$ cat config.mk
export PLATFORM = sky130hd
export DESIGN_NAME = arashi_drain_sched
export DESIGN_NICKNAME = d
export VERILOG_FILES = /design/src/rtl/arashi_pkg.sv /design/src/rtl/arashi_rr_pick.sv /design/src/rtl/arashi_drain_sched.sv
export SDC_FILE = /design/constraint.sdc
export NUM_CORES = 1
export LEC_CHECK = 0
export CAP_MARGIN = 20
export CORE_ASPECT_RATIO = 0.7
export CORE_UTILIZATION = 51
export CTS_BUF_LIST = sky130_fd_sc_hd__clkbuf_4
export DETAILED_ROUTE_END_ITERATION = 7
export PLACE_DENSITY = 0.82
export REMOVE_ABC_BUFFERS = 1
export SKIP_CTS_REPAIR_TIMING = 1
export SYNTH_ARGS = -nofsm -noshare
export SYNTH_HDL_FRONTEND = slang
export SYNTH_SLANG_ARGS = --single-unit
$ cat constraint.sdc
create_clock -name clk -period 2.7 [get_ports clk]
set_clock_uncertainty 0.2 [all_clocks]
set_input_delay 0.27 -clock clk [delete_from_list [all_inputs] [get_ports clk]]
set_output_delay 0.27 -clock clk [all_outputs]
set_load 0.02 [all_outputs]
$ cat src/rtl/arashi_pkg.sv
// Shared types and width helpers for the arashi drain scheduler.
package arashi_pkg;

    typedef enum logic [1:0] {
        IDLE  = 2'd0,
        READ  = 2'd1,
        CAPT  = 2'd2,
        WRITE = 2'd3
    } state_t;

    function automatic int thread_num(input int tw);
        return 1 << tw;
    endfunction

    function automatic int region_width(input int mw, input int tw);
        return mw - tw;
    endfunction

endpackage

$ cat src/rtl/arashi_rr_pick.sv
// Cyclic priority pick: first asserted request at or after start, wrapping mod N.
module arashi_rr_pick #(
    parameter int N = 4,
    parameter int W = 2
) (
    input  logic [N-1:0] req,
    input  logic [W-1:0] start,
    output logic [W-1:0] idx,
    output logic         vld
);

    logic [W-1:0] cand;

    // N is a power of two, so W-bit addition wraps the scan naturally.
    always_comb begin
        idx  = '0;
        vld  = 1'b0;
        cand = '0;
        for (int k = 0; k < N; k++) begin
            cand = start + W'(k);
            if (!vld && req[cand]) begin
                idx = cand;
                vld = 1'b1;
            end
        end
    end

endmodule

$ cat src/rtl/arashi_drain_sched.sv
// Round-robin drain of per-thread cache words into per-thread memory regions.
// Define ARASHI_DRAIN_WRAP_EN to make region pointers wrap instead of saturating.
module arashi_drain_sched
    import arashi_pkg::*;
#(
    parameter int DATA_WIDTH       = 32,
    parameter int MEM_WIDTH        = 10,
    parameter int THREAD_NUM_WIDTH = 2,
    localparam int THREAD_NUM      = thread_num(THREAD_NUM_WIDTH),
    localparam int REGION_WIDTH    = region_width(MEM_WIDTH, THREAD_NUM_WIDTH)
) (
    input  logic                        clk,
    input  logic                        rst,
    input  logic [THREAD_NUM-1:0]       avail,
    output logic [THREAD_NUM_WIDTH-1:0] toread,
    output logic                        rcache,
    input  logic [DATA_WIDTH-1:0]       cache_data,
    input  logic [THREAD_NUM-1:0]       clr,
    output logic                        mem_we,
    output logic [MEM_WIDTH-1:0]        mem_addr,
    output logic [DATA_WIDTH-1:0]       mem_wdata,
    input  logic                        mem_ready,
    output logic [THREAD_NUM-1:0]       full,
    output logic                        busy
);

    if (THREAD_NUM_WIDTH < 2 || THREAD_NUM_WIDTH > 4) begin : g_bad_width
        $error("arashi_drain_sched: THREAD_NUM_WIDTH must be in 2..4");
    end

    state_t                        state, state_nxt;
    logic [THREAD_NUM_WIDTH-1:0]   rr_ptr;
    logic [REGION_WIDTH-1:0]       wptr [THREAD_NUM];
    logic [THREAD_NUM_WIDTH-1:0]   pick_idx;
    logic                          pick_vld;
    logic                          handshake;

    arashi_rr_pick #(
        .N (THREAD_NUM),
        .W (THREAD_NUM_WIDTH)
    ) u_pick (
        .req   (avail & ~full),
        .start (rr_ptr),
        .idx   (pick_idx),
        .vld   (pick_vld)
    );

    // mem_we is high for the whole of WRITE, so the handshake is just ready in WRITE.
    assign handshake = (state == WRITE) && mem_ready;

    always_ff @(posedge clk) begin
        if (rst) state <= IDLE;
        else     state <= state_nxt;
    end

    always_comb begin
        state_nxt = state;
        case (state)
            IDLE:    if (pick_vld) state_nxt = READ;
            READ:    state_nxt = CAPT;
            CAPT:    state_nxt = WRITE;
            WRITE:   if (mem_ready) state_nxt = IDLE;
            default: state_nxt = IDLE;
        endcase
    end

    // toread doubles as the latched grant for the rest of the transaction.
    always_ff @(posedge clk) begin
        if (rst) begin
            rcache    <= 1'b0;
            toread    <= '0;
            mem_we    <= 1'b0;
            mem_addr  <= '0;
            mem_wdata <= '0;
            busy      <= 1'b0;
            rr_ptr    <= '0;
            full      <= '0;
            for (int i = 0; i < THREAD_NUM; i++) wptr[i] <= '0;
        end else begin
            rcache <= (state == IDLE) && pick_vld;
            busy   <= (state_nxt != IDLE);
            if ((state == IDLE) && pick_vld) toread <= pick_idx;
            if (state == CAPT) begin
                mem_wdata <= cache_data;
                mem_we    <= 1'b1;
                mem_addr  <= {toread, wptr[toread]};
            end
            if (handshake) begin
                mem_we <= 1'b0;
                rr_ptr <= toread + THREAD_NUM_WIDTH'(1);
            end
            // A clear wins over a coincident pointer advance for the same thread.
            for (int i = 0; i < THREAD_NUM; i++) begin
                if (clr[i]) begin
                    wptr[i] <= '0;
                    full[i] <= 1'b0;
                end else if (handshake && toread == THREAD_NUM_WIDTH'(i)) begin
`ifdef ARASHI_DRAIN_WRAP_EN
                    wptr[i] <= wptr[i] + REGION_WIDTH'(1);
`else
                    if (&wptr[i]) full[i] <= 1'b1;
                    else          wptr[i] <= wptr[i] + REGION_WIDTH'(1);
`endif
                end
            end
        end
    end

endmodule

==> impl_metrics.toml, run 1 <==
[run_status]
status = "complete, no violations"

[worst_setup_path]
critical-path-max-stage-delay_ps = 660
cp-end-kind = "output pin"
timing.critical_path.slowest_stage_cell = "sky130_fd_sc_hd__clkdlybuf4s50_1"
worst-setup-path-type = "reg2out"
worstPathMaxFanout = 13
worstSetupStartpointType = "flip-flop"
worstPathCellList = "buf_4 > clkdlybuf4s50_1"
worst_ep_required_time_ps = 2230
crit_arrival_ps = 1710

[power_and_ir_drop]
pwr_density_cell_nw_per_um2 = 534
p_leak_nw = 1.83
worst_ir_drop_vdd_uv = 364

[synthesis]
synth_async_sr_flop_share_pct = 0
syn_area_per_cell_um2 = 9.58
synthDominantCellAreaShare_pct = 28.0
synthDistinctLibCells = 42
postSynthCellCount = 410
yosys-top-cells-area = "sky130_fd_sc_hd__dfxtp_1, sky130_fd_sc_hd__edfxtp_1, sky130_fd_sc_hd__nand2_1"
synthesis.area_um2 = 3930
synth-edff-count = 32
yosys.area.top_type = "sky130_fd_sc_hd__dfxtp_1"
postSynthRegisterBits = 87
yosysSeqAreaShare_pct = 52.5
yosysWarningCount = 0
most_instantiated_library_cell_after_synthesis = "sky130_fd_sc_hd__nand2_1"
main_synth_ff_type = "sky130_fd_sc_hd__dfxtp_1"
post_synth_most_frequent_cells = "sky130_fd_sc_hd__nand2_1, sky130_fd_sc_hd__dfxtp_1, sky130_fd_sc_hd__a21oi_1, sky130_fd_sc_hd__nor2_1, sky130_fd_sc_hd__edfxtp_1"

[grt]
grt_max_degree = 46
track_usage_pct = 24.5
grt_pass1_vias = 2874
global_route_wire_length_before_repair_um = 14800
antenna_violations_before_repair = 0
globalRoute.totalOverflow = 0

[drt]
drt-vias-per-instance = 5.39
finalWirelength_um = 9870
antenna_left = 0
drcViolationCount = 0
firstDrtPassIters = 5
routed-via-count = 3254
avgRoutedWirePerCell_um = 16.3
initialDrtViolationCount = 265

[final_layout]
design.final.nets = 552
multiInputGateArea_um2 = 1740
stdcell_area_um2 = 5110
area_delta_synth_final_pct = 30.1
n_antenna_cell = 0
share_of_final_layout_standard_cells_stronger_than_drive_strength_1_pct = 8.70
final-seq-area_um2 = 2060
num-fill-cells = 564

[sta]
unrepaired_setup_endpoints_after_global_routing = "false"
final_min_period_over_clock_period_pct = 80.7
report.final.slew_viol_count = 0
slew_headroom_pct = 67.0
finalWorstPathRequiredPeriod_ps = 2180
setup_violations = 0
finalHoldViolations = 0
fmaxAchievable_mhz = 459
tightestPinTransition_ps = 489
tns_ps = 0

[floorplanning]
io_pins = 94
die_w_um = 107
initial_utilization_pct = 53.2
std_cell_rows = 26
die_height_um = 75.4
floorplan.die_area_um2 = 8060
coreArea_um2 = 7380

[placed_design]
post_dp_cell_area_um2 = 4930
place.gp.congestion = 0.870
dp.final_hpwl_um = 7100
numPortBuffers = 93

[cts]
h-tree-depth = 3
cts.clk_slew.worst_paths_ps = 150
cts.sinks = 87
cts_inserted_buffers = 9
clock_insertion_delay_worst_skew_ps = 430
clockRootBuffer = "sky130_fd_sc_hd__clkbuf_4"
tritoncts = "built"
max-clock-path-buffers = 2

[hold_path]
holdCritPathClass = "in2reg"

[flow_run]
drv.max_cap_violation_count = 0
[sequential cells by signal (all words and copies together) (netlist names), 2 cells and up]
name,flops
mem_addr,10
rr_ptr,2
state,2
mem_wdata,32
toread,2
full,4
wptr,32
[power breakdown]
group,internal [mW],total [mW],switching (mW)
clock network,0.378,0.829,0.451
logic,0.205,0.420,0.215
registers,1.42,1.48,0.0553
total,2.01,2.73,0.722
[through the flow]
step / setup slack (ps) / hold slack (ps) / total power, mW / utilization [%] / instances
2_1_floorplan: 359 / 139 / 1.70 / - / 390
3_3_place_gp: 405 / 242 / 1.91 / 66.8 / 587
3_5_place_dp: 338 / 245 / 1.92 / 66.8 / 587
4_1_cts: 482 / -34.7 / 2.74 / 69.0 / 603
5_1_grt: 427 / 145 / 2.83 / 69.1 / 604
6_report: 520 / 157 / 2.73 / 69.1 / 604
[cell type report]
cell class,count,area share (%)
flip-flops and latches,87,40.4
clock inverters,7,1.86
multi-input cells,293,34.1
inverters,10,0.735
clock buffers,9,1.32
repair buffers,100,19.2
well taps,98,2.40
[layer usage]
| layer | part of all wire, % | wire length [um] | vias up | track usage (%) |
|---|---|---|---|---|
| li1 | - | - | 1591 | - |
| met1 | 46 | 4590 | 1538 | 35.1 |
| met2 | 46 | 4510 | 120 | 37.1 |
| met3 | 7.3 | 724 | 5 | 6.16 |
| met4 | 0.54 | 53 | 0 | 7.15 |
| met5 | 0 | 0 | - | 0 |
[placed cells by master, fill, tap and decap left out, types with 2 or more instances in the layout]
| master | n |
|---|---|
| sky130_fd_sc_hd__nor2b_1 | 2 |
| sky130_fd_sc_hd__buf_4 | 6 |
| sky130_fd_sc_hd__nand2_1 | 95 |
| sky130_fd_sc_hd__xnor2_1 | 12 |
| sky130_fd_sc_hd__inv_4 | 2 |
| sky130_fd_sc_hd__edfxtp_1 | 32 |
| sky130_fd_sc_hd__ha_1 | 8 |
| sky130_fd_sc_hd__nand3_1 | 14 |
| sky130_fd_sc_hd__nor2b_4 | 4 |
| sky130_fd_sc_hd__dfxtp_1 | 55 |
| sky130_fd_sc_hd__nor2_1 | 45 |
| sky130_fd_sc_hd__a32o_1 | 2 |
| sky130_fd_sc_hd__bufinv_16 | 2 |
| sky130_fd_sc_hd__and3_1 | 9 |
| sky130_fd_sc_hd__nor3_1 | 6 |
| sky130_fd_sc_hd__nand3b_1 | 2 |
| sky130_fd_sc_hd__inv_1 | 10 |
| sky130_fd_sc_hd__a41oi_1 | 2 |
| sky130_fd_sc_hd__nand2b_1 | 2 |
| sky130_fd_sc_hd__clkdlybuf4s50_1 | 92 |
| sky130_fd_sc_hd__a21oi_1 | 47 |
| sky130_fd_sc_hd__clkinv_4 | 2 |
| sky130_fd_sc_hd__xor2_1 | 12 |
| sky130_fd_sc_hd__a31o_2 | 2 |
| sky130_fd_sc_hd__clkbuf_4 | 9 |
| sky130_fd_sc_hd__mux4_2 | 8 |
| sky130_fd_sc_hd__nand3_2 | 2 |
[logic make-up after synthesis]
kind of cell,Yosys count,share of synthesized area [%]
AOI/OAI and AO/OA,62,9.53
xor gates and xnor gates,24,5.35
adders and majority gates,8,2.55
buffers and inverters,30,3.22
DFF,87,52.5
muxes,9,4.84
and+or+nand+nor,190,22.0
[worst paths after layout]
path	slack [ps]	end	depth (start not counted)	start
setup / recovery	520	toread[0]	2	toread[0]
hold / removal	160	mem_wdata[27]	3	cache_data[27]
setup reg to reg	590	wptr[1][6]	4	wptr[1][0]
hold reg to reg	260	mem_addr[9]	2	mem_addr[9]
[critical path, delay by kind of cell, from the launching register on]
| kind | cells | cell delay (ps) |
|---|---|---|
| flip-flops | 1 | 370 |
| buffers and inverters | 2 | 910 |
Note: power is estimated with default switching activity, not from simulation.
==> inputs of run 2 (changes only) <==
==> constraint.sdc (replaced) <==
create_clock -name clk -period 2.1 [get_ports clk]
set_clock_uncertainty 0.2 [all_clocks]
set_input_delay 0.21 -clock clk [delete_from_list [all_inputs] [get_ports clk]]
set_output_delay 0.21 -clock clk [all_outputs]
set_load 0.02 [all_outputs]
==> run 2 against run 1 <==
Sequential share of layout area shrank 1.1 points. First-iteration DRC count shrank 17%. Total power grew 31%. Wire length grew 2.8%. Sequential cell count is the same. Sequential power grew 28%. Critical path depth shrank 1. Die area is the same. Worst hold slack lost 47 ps. Utilization grew 1.9 points. Largest cell class unchanged.
==> impl_metrics.toml, run 2 (synthesized netlist as in run 1, its figures left out) <==
[sta]
tightestPinTransition_ps = 502
slew_headroom_pct = 66.2
layout_setup_ws_ps = 72.6
final_min_period_over_clock_period_pct = 96.5
finalWorstPathRequiredPeriod_ps = 2030
report.final.slew_viol_count = 0
unrepaired_setup_endpoints_after_global_routing = "false"
setup_violations = 0
finalHoldViolations = 0
fmaxAchievable_mhz = 493

[final_layout]
num-fill-cells = 563
final-seq-area_um2 = 2060
area_delta_synth_final_pct = 33.7
multiInputGateArea_um2 = 1740
n_antenna_cell = 0
finalNonFillerCells = 618
share_of_final_layout_standard_cells_stronger_than_drive_strength_1_pct = 11.3
design.final.nets = 566
mostFrequentLayoutCell = "sky130_fd_sc_hd__nand2_1"
final_cell_mix = "sky130_fd_sc_hd__nand2_1, sky130_fd_sc_hd__clkdlybuf4s50_1, sky130_fd_sc_hd__dfxtp_1"
biggestRegsByFlops = "mem_wdata (32), wptr (32), mem_addr (10)"

[floorplanning]
floorplan.die_area_um2 = 8060
die_w_um = 107
coreArea_um2 = 7380
std_cell_rows = 26
initial_utilization_pct = 53.2
die_height_um = 75.4
io_pins = 94

[power_and_ir_drop]
worst_ir_drop_vdd_uv = 493
p_leak_nw = 1.93
pwr_density_cell_nw_per_um2 = 679

[drt]
initialDrtViolationCount = 220
routed-via-count = 3358
firstDrtPassIters = 5
antenna_left = 0
drt-vias-per-instance = 5.43
drcViolationCount = 0
avgRoutedWirePerCell_um = 16.4
finalWirelength_um = 10100

[cts]
cts_inserted_buffers = 9
cts.sinks = 87
cts.clk_slew.worst_paths_ps = 150
max-clock-path-buffers = 2
clockRootBuffer = "sky130_fd_sc_hd__clkbuf_4"
clock_insertion_delay_worst_skew_ps = 430
h-tree-depth = 3
tritoncts = "built"

[worst_setup_path]
worst_ep_required_time_ps = 1690
critical-path-max-stage-delay_ps = 680
crit_family = "buffers and inverters"
worst-setup-path-type = "reg2out"
worstPathCellList = "clkdlybuf4s50_1"
worstSetupStartpointType = "flip-flop"
critPathBufInv = 1
crit_arrival_ps = 1620
worstPathMaxFanout = 4
cp-end-kind = "output pin"
timing.critical_path.slowest_stage_cell = "sky130_fd_sc_hd__clkdlybuf4s50_1"

[placed_design]
numPortBuffers = 93
place.gp.congestion = 0.857
place_inst = 601
place_ws_ps = -29.2
dp.final_hpwl_um = 7460

[flow_run]
drv.max_cap_violation_count = 0

[hold_path]
holdCritPathClass = "in2reg"

[grt]
globalRoute.totalOverflow = 0
grt_max_degree = 43
global_route_wire_length_before_repair_um = 15400
grt_pass1_vias = 3085
antenna_violations_before_repair = 0
track_usage_pct = 25.5

[run_status]
status = "complete, no violations"
run 2: cell count changes in the layout (fill, tap and decap cells not counted), sizes merged:
cell / change
buf: +14
clkinv: -3
clkdlybuf4s50: -2
clkinvlp: +1
inv: +2
dlymetal6s2s: +2
run 2: cell type report:
type	count	area share, %
Tap cell	98	2.34
Inverter	10	0.715
Clock inverter	7	1.91
Timing Repair Buffer	114	21.3
Multi-Input combinational cell	293	33.2
Sequential cell	87	39.3
Clock buffer	9	1.29
run 2: layer usage:
metal,track usage [%],share of wire [%],vias up
li1,-,-,1616
met1,34.7,45,1587
met2,41.2,46,136
met3,6.50,7.3,19
met4,6.85,1.4,0
met5,0,0,-
run 2: final timing paths:
path              depth (start not counted)      endpoint  slack (ps)     startpoint
setup / recovery                          1       full[1]          70        full[1]
setup reg to reg                          5    wptr[1][7]         160     wptr[1][0]
hold reg to reg                           2  mem_wdata[8]         260   mem_wdata[8]
hold / removal                            3  mem_wdata[0]         110  cache_data[0]
run 2: metrics by stage:
step | instance area (um2) | hold WS (ps) | TNS (ps) | power [mW] | util (%)
final | 5250 | 110 | 0 | 3.56 | 71.1
after global routing | 5250 | 88.0 | 0 | 3.71 | 71.1
after CTS | 5230 | -163 | -61.5 | 3.57 | 70.8
after detailed placement | 5060 | 247 | -232 | 2.49 | 68.6
after global placement | 5060 | 242 | -23.2 | 2.47 | 68.6
after floorplan | 3840 | 79.1 | -10810 | 2.19 | -
run 2: power by group:
group,internal (mW),switching [mW],total [mW]
registers,1.83,0.0690,1.90
clock network,0.497,0.605,1.10
logic,0.281,0.282,0.563
